## config.mk

```make
export PLATFORM = sky130hd
export DESIGN_NAME = seq_detect_param_flat
export DESIGN_NICKNAME = d
export VERILOG_FILES = /design/src/rtl/seq_detect_param_if.sv /design/src/rtl/seq_detect_param.sv /design/src/flat_wrapper.sv
export SDC_FILE = /design/constraint.sdc
export NUM_CORES = 1
export LEC_CHECK = 0
export BUFFER_PORTS_ARGS = -buffer_cell sky130_fd_sc_hd__buf_4
export CAP_MARGIN = 20
export CORE_AREA = 2 2 58 60
export DETAILED_ROUTE_END_ITERATION = 8
export DIE_AREA = 0 0 60 62
export HOLD_SLACK_MARGIN = 0.02
export SLEW_MARGIN = 5
export SYNTH_ARGS = -nofsm -noshare
export SYNTH_HDL_FRONTEND = slang
export SYNTH_SLANG_ARGS = --single-unit
```

## constraint.sdc

```tcl
create_clock -name clk -period 2.37 [get_ports clk]
set_clock_uncertainty 0.1 [all_clocks]
set_input_delay 0.1185 -clock clk [delete_from_list [all_inputs] [get_ports clk]]
set_output_delay 0.1185 -clock clk [all_outputs]
set_load 0.05 [all_outputs]
```

## src/rtl/seq_detect_param_if.sv

```systemverilog
// seq_detect_param_if: serial stream, mode/clear controls and match statistics bundle
interface seq_detect_param_if #(
    parameter int CNT_W = 10
);
    logic             x;
    logic             x_valid;
    logic             overlap;
    logic             clr_count;
    logic             y;
    logic [CNT_W-1:0] users_count;
    logic             sat;

    modport master (
        output x, x_valid, overlap, clr_count,
        input  y, users_count, sat
    );

    modport slave (
        input  x, x_valid, overlap, clr_count,
        output y, users_count, sat
    );
endinterface

```

## src/rtl/seq_detect_param.sv

```systemverilog
// seq_detect_param: detects PATTERN (MSB first) on a qualified serial stream,
// with overlap control and a saturating, clearable match counter.
module seq_detect_param #(
    parameter int                 PAT_LEN = 3,
    parameter logic [PAT_LEN-1:0] PATTERN = 3'b010,
    parameter int                 CNT_W   = 10
) (
    input logic               clk,
    input logic               rst,
    seq_detect_param_if.slave bus
);
    localparam int             FW      = $clog2(PAT_LEN + 1);
    localparam logic [CNT_W-1:0] CNT_MAX = '1;

    logic [PAT_LEN-1:0] hist, hist_nx;
    logic [FW-1:0]      fill, fill_nx;
    logic [CNT_W-1:0]   cnt, cnt_nx;
    logic               match, y_q, sat_q, sat_nx;

    // fill proves hist holds PAT_LEN bits accepted since the last restart
    always_comb begin
        hist_nx = {hist[PAT_LEN-2:0], bus.x};
        match   = bus.x_valid && (hist_nx == PATTERN) && (fill >= FW'(PAT_LEN - 1));
        fill_nx = !bus.x_valid ? fill :
                  (match && !bus.overlap) ? '0 :
                  (fill == FW'(PAT_LEN)) ? fill : fill + FW'(1);
        cnt_nx  = bus.clr_count ? '0 :
                  (match && cnt != CNT_MAX) ? cnt + CNT_W'(1) : cnt;
        sat_nx  = !bus.clr_count && (sat_q || cnt_nx == CNT_MAX);
    end

    always_ff @(posedge clk or negedge rst) begin
        if (!rst) begin
            hist  <= '0;
            fill  <= '0;
            cnt   <= '0;
            y_q   <= 1'b0;
            sat_q <= 1'b0;
        end else begin
            if (bus.x_valid) hist <= hist_nx;
            fill  <= fill_nx;
            cnt   <= cnt_nx;
            y_q   <= match;
            sat_q <= sat_nx;
        end
    end

    assign bus.y           = y_q;
    assign bus.users_count = cnt;
    assign bus.sat         = sat_q;
endmodule

```

## src/flat_wrapper.sv

```systemverilog
// flat-port wrapper written by rule: the top's interface ports become plain ports
module seq_detect_param_flat 
#(
    parameter int                 PAT_LEN = 3,
    parameter logic [PAT_LEN-1:0] PATTERN = 3'b010,
    parameter int                 CNT_W   = 10
)
  (clk, rst, bus_x, bus_x_valid, bus_overlap, bus_clr_count, bus_y, bus_users_count, bus_sat);
  seq_detect_param_if #(.CNT_W(CNT_W)) bus_i ();
  input logic clk;
  input logic rst;
  input wire logic [$bits(bus_i.x)-1:0] bus_x;
  input wire logic [$bits(bus_i.x_valid)-1:0] bus_x_valid;
  input wire logic [$bits(bus_i.overlap)-1:0] bus_overlap;
  input wire logic [$bits(bus_i.clr_count)-1:0] bus_clr_count;
  output wire logic [$bits(bus_i.y)-1:0] bus_y;
  output wire logic [$bits(bus_i.users_count)-1:0] bus_users_count;
  output wire logic [$bits(bus_i.sat)-1:0] bus_sat;
  assign bus_i.x = bus_x;
  assign bus_i.x_valid = bus_x_valid;
  assign bus_i.overlap = bus_overlap;
  assign bus_i.clr_count = bus_clr_count;
  assign bus_y = bus_i.y;
  assign bus_users_count = bus_i.users_count;
  assign bus_sat = bus_i.sat;
  seq_detect_param #(.PAT_LEN(PAT_LEN), .PATTERN(PATTERN), .CNT_W(CNT_W)) u_core (.clk(clk), .rst(rst), .bus(bus_i));
endmodule
```

Word-level counts from Yosys, hierarchy flattened

Index checks and enable logic that the tools add are counted.

Flip-flop bits (word level): 16
Word-level logic and storage cells: 26
Output and inout port bits: 12
Bits of input ports: 6

Magnitude comparators: 1
Muxes and demuxes: 4
$add $sub $neg: 2
Equal/unequal tests: 5
Reduce and logical (&&, ||, !) cells: 9

Operator list:

| kind                  | number |
|---|---|
| $mux 10               | 2 |
| $add 10x1->10 const B | 1 |
| $eq 10x10->1 const B  | 1 |
| $ne 10x10->1 const B  | 1 |
| $logic_and 1x1->1     | 5 |
| $mux 2                | 2 |
| $eq 3x2->1 const B    | 1 |
| $add 2x1->2 const B   | 1 |
| $eq 2x2->1 const B    | 1 |
| $ge 2x2->1 const B    | 1 |
| $logic_not 1->1       | 2 |
| $ne 2x1->1 const B    | 1 |
| $reduce_and 2->1      | 1 |
| $logic_or 1x1->1      | 1 |

Logic depth before layout (Yosys ltp)

Depth after elaboration: 9
Depth in mapped cells: 8
Gate-level depth less buffers: 8

Worst setup path before layout

OpenSTA, ideal clock, no wires.

Kind: flip-flop to flip-flop
From: register u_core.cnt[0] (netlist: u_core.bus.users_count[0])
To: register u_core.sat_q (netlist: u_core.bus.sat)
Stages on the path, launching flop included: 8
Path buffers: 0
Clock period less this slack: 2.304 ns
Setup time: 0.122 ns
Arrival: 2.082 ns
Data required time: 2.148 ns
Setup slack: 0.066 ns
Cells stage by stage: dfrtp_1 -> ha_1 -> nand3_2 -> nor3b_4 -> xor2_1 -> a22o_1 -> and4_1 -> a32o_1

Longest elaborated chain between the ends: 7
Elaborated cells between the ends (all ways): 8
Those cells by class: 1 x add/sub; 2 x eq/ne; 2 x mux; 3 x reduce/logical

Ends and longest elaborated chain:

| item                                                  | line                   | source |
|---|---|---|
| start, declared                                       | seq_detect_param.sv:17 | `logic [CNT_W-1:0] cnt, cnt_nx;` |
| start signal, assigned                                | seq_detect_param.sv:42 | `cnt <= cnt_nx;` |
| branches (longest 2 deep; another with $add 10x1->10) | n/a                    |  |
| $mux 10 *                                             | seq_detect_param.sv:28 | `(match && cnt != CNT_MAX) ? cnt + CNT_W'(1) : cnt;` |
| $mux 10 *                                             | seq_detect_param.sv:27 | `cnt_nx = bus.clr_count ? '0 :` |
| $eq 10x10->1 *                                        | seq_detect_param.sv:29 | `sat_nx = !bus.clr_count && (sat_q \|\| cnt_nx == CNT_MAX);` |
| $logic_or 1x1->1 *                                    | seq_detect_param.sv:29 |  |
| $logic_and 1x1->1 *                                   | seq_detect_param.sv:29 |  |
| named net u_core.sat_nx                               | seq_detect_param.sv:18 | `logic match, y_q, sat_q, sat_nx;` |
| end signal, assigned                                  | seq_detect_param.sv:44 | `sat_q <= sat_nx;` |
| end, declared                                         | seq_detect_param.sv:18 |  |

Mark *: on every way through the listed nets, which the timed path passes.
A chain may end at the register's enable or synchronous reset.

Worst setup path in the final report

Ends and elaborated chain as after synthesis.

==> run summary <==
Run status -> finished, final reports clean
Global-route wire length before repair -> 3280 um
Total routing usage reported by global routing -> 12.0%
Post-route clock period utilization -> 91.8%
Areal power density over the cells -> 546 nW/um^2
Width of the die -> 60 um
CTS tree -> done
Maximum level of the CTS H-tree -> 1
Clock-pin slew on the worst setup and hold paths -> 0.10 ns
Cell variety after synth -> 36
Ant diodes -> 0
Net count of the finished layout -> 123
Sort of element at the start of the critical path -> flop
Static Leak -> 0.499 nW
Largest cells by area after synthesis -> sky130_fd_sc_hd__dfrtp_1 45%, sky130_fd_sc_hd__ha_1 4.2%, sky130_fd_sc_hd__nor2_1 3.8%, sky130_fd_sc_hd__nand2_1 2.9%, sky130_fd_sc_hd__xnor2_1 2.9%
Router iterations before antenna repair -> 4
Post-synth design cell area -> 895 um^2
Slew Limit Headroom -> 67.9%
Yosys top cell area share -> 44.8%
Final WS setup -> 0.194 ns
DP Worst Slack -> 0.214 ns
Effective utilization at floorplan -> 28.1%
Most repeated cell in the gate-level netlist after synthesis -> sky130_fd_sc_hd__dfrtp_1
Remaining DRCs -> 0
Mean area per synthesized cell -> 10.1 um^2
Pin slew with the least headroom to its limit -> 0.480 ns
Fraction of synthesis flops using an asynchronous set or reset pin -> 100%
Initial antenna violation count -> 0
Flip-flop and latch count after synthesis -> 16
Placed Cells -> 150
Routed wire length -> 2010 um
Start point of the critical path -> u_core.bus.users_count[0]$_DFF_PN0_
Fill cell total of the finished layout -> 330
Unrepaired setup endpoints after global routing -> false
CP endpoint kind -> flop
Startpoint-to-endpoint class of the critical path -> reg -> reg
Most used DFF post-synth -> sky130_fd_sc_hd__dfrtp_1
Critical path data required time -> 2.46 ns
Post-DP HPWL -> 1470 um
Routed len/inst -> 12.6 um
Number of flops mapped to enable cells by yosys -> 0
Switching Power -> 0.000191 W
Post-Syn Instances -> 89
Row cnt -> 21
Int Pwr -> 0.000441 W
Fraction of final layout cells with drive strength greater than 1 -> 24.8%
Final setup viols -> 0
Crit path max fanout -> 6
DRT antenna net count -> 0
Sum of negative setup slack -> 0 ns
Floorplan die area -> 3720 um^2
Total vias in the final route -> 754
Number of top-level design ports -> 18
Achievable clock frequency -> 460 MHz
Clock tree buffer depth -> 2
Sequential cell fraction of total power -> 51.7%
Core outline area -> 3180 um^2
Crit path time final -> 2.18 ns
Clock power frac -> 29.2%
Arrival time at the worst endpoint -> 2.27 ns
Final Hold Fails -> 0
Filler-free cell count of the finished design -> 159
Layout overhead on the synthesized area -> 29.4%
Number of pins with negative max-slew slack in the final report -> 0
Gates resized, CTS repair -> 0
Overall overflow remaining after global route -> 0
Weighted congestion at the end of routability-driven global placement -> 0.800
R2R Path Start -> u_core.bus.users_count[0]$_DFF_PN0_
Cell at the root of the clock tree -> sky130_fd_sc_hd__clkbuf_4
Syn nets -> 98
Post-synthesis sequential area ratio -> 44.8%
Input/output buffers -> 17
Insertion delay to the later sink of the worst-skew pair -> 0.29 ns
Class of the tightest hold or removal check -> in -> reg
Number of vias per cell after detailed routing -> 4.74
Top cells by instance count after synthesis -> 16 x sky130_fd_sc_hd__dfrtp_1, 9 x sky130_fd_sc_hd__nor2_1, 7 x sky130_fd_sc_hd__nand2_1
Critical hold path startpoint -> bus_overlap
Cts bufs inserted -> 3
Die height -> 62 um
Synth area leader -> sky130_fd_sc_hd__dfrtp_1
DR iter-0 viols -> 24
Total clock sinks -> 16
Number of max-cap violations -> 0
Worst voltage drop across the vdd grid -> 0.000325 V
Pin count of the biggest net entering global routing -> 17
Sw Share -> 30.2%
Portion of total power attributed to combinational logic -> 19.1%
Via count of the first global-routing pass -> 759
Synth Warn # -> 0
-- logic make-up after synthesis --
| logic type | count (synthesis) | share of synthesized area, % |
|---|---|---|
| AOI/OAI and AO/OA | 20 | 15.9 |
| xor gates and xnor gates | 6 | 5.88 |
| adders and majority gates | 3 | 4.20 |
| buffers and inverters | 6 | 2.66 |
| DFF | 16 | 44.8 |
| muxes | 3 | 3.64 |
| and+or+nand+nor | 35 | 22.9 |
-- power by group through the flow --
stage          clock, W  sequential, W  combinational, W
2_1_floorplan         0       0.000334         0.0000748
3_3_place_gp          0       0.000328          0.000107
3_5_place_dp          0       0.000331          0.000115
4_1_cts        0.000194       0.000326          0.000123
5_1_grt        0.000202       0.000330          0.000137
6_report       0.000184       0.000326          0.000121
-- stage by stage --
stage	power (W)	util [%]	instance area [um^2]	hold WS, ns
after floorplan	0.000408	-	895	-0.277
after global placement	0.000436	33.7	1070	-0.110
after detailed placement	0.000446	33.7	1070	-0.108
after CTS	0.000643	36.4	1160	0.0872
after global routing	0.000669	36.4	1160	0.112
final	0.000631	36.4	1160	0.0923
-- path summary, 6_finish.rpt --
check / to / slack [ns] / depth (start not counted)
worst max-delay path: u_core.bus.sat$_DFF_PN0_ / 0.19 / 7
worst min-delay path: u_core.fill[0]$_DFFE_PN0P_ / 0.09 / 3
worst max register to register: u_core.bus.sat$_DFF_PN0_ / 0.19 / 7
worst min register to register: u_core.hist[1]$_DFFE_PN0P_ / 0.41 / 1
max in group asynchronous: u_core.bus.users_count[4]$_DFF_PN0_ / 1.88 / 2
min in group asynchronous: u_core.bus.users_count[3]$_DFF_PN0_ / 0.11 / 2
-- area by class of cell --
class / count / area [um^2] / area share, %
multi-input combinational: 67 / 470 / 40.6
sequential: 16 / 400 / 34.6
timing repair buffer: 22 / 178 / 15.4
tap: 46 / 57.6 / 4.97
clock buffer: 4 / 36.3 / 3.14
inverter: 4 / 15.0 / 1.30
-- worst max-delay path, stage by stage, from the launching register on --
cell and delay [ns]:
sky130_fd_sc_hd__dfrtp_1 0.45, sky130_fd_sc_hd__ha_1 0.29, sky130_fd_sc_hd__nand3_2 0.17, sky130_fd_sc_hd__nor3b_4 0.29
sky130_fd_sc_hd__xor2_1 0.12, sky130_fd_sc_hd__a22o_1 0.20, sky130_fd_sc_hd__and4_1 0.21, sky130_fd_sc_hd__a32o_1 0.24
-- layer usage --
| layer | wire, um | vias to the layer above | track usage (%) |
|---|---|---|---|
| li1 | - | 373 | - |
| met1 | 846 | 360 | 12.9 |
| met2 | 1030 | 17 | 21.9 |
| met3 | 116 | 4 | 4.35 |
| met4 | 16 | 0 | 3.81 |
| met5 | 0 | - | 0 |
-- cells in the final DEF, fill, tap and decap left out, types with 2 or more instances in the layout --
cell type,n
sky130_fd_sc_hd__buf_4,17
sky130_fd_sc_hd__dfrtp_1,16
sky130_fd_sc_hd__nor2_1,9
sky130_fd_sc_hd__nand2_1,7
sky130_fd_sc_hd__o21ai_0,5
sky130_fd_sc_hd__dlygate4sd3_1,5
sky130_fd_sc_hd__a21oi_1,4
sky130_fd_sc_hd__inv_1,4
sky130_fd_sc_hd__nor3_1,3
sky130_fd_sc_hd__nand3_1,3
sky130_fd_sc_hd__xnor2_1,3
sky130_fd_sc_hd__xor2_1,3
sky130_fd_sc_hd__ha_1,3
sky130_fd_sc_hd__clkbuf_4,3
sky130_fd_sc_hd__nand4_1,2
sky130_fd_sc_hd__a211oi_1,2
sky130_fd_sc_hd__and4_1,2
sky130_fd_sc_hd__mux2_2,2
-- sequential cells by signal, indices dropped and copies added, names as in the netlist --
register,count
u_core.bus.users_count,10
u_core.fill,2
u_core.hist,2
u_core.bus.sat,1
u_core.bus.y,1
-- repair_timing --
action | CTS | global route
buffers inserted | 0 | 0
hold buffers | 5 | 0
endpoints found under the hold margin | 28 | 0
Note: power is estimated with default switching activity, not from simulation.
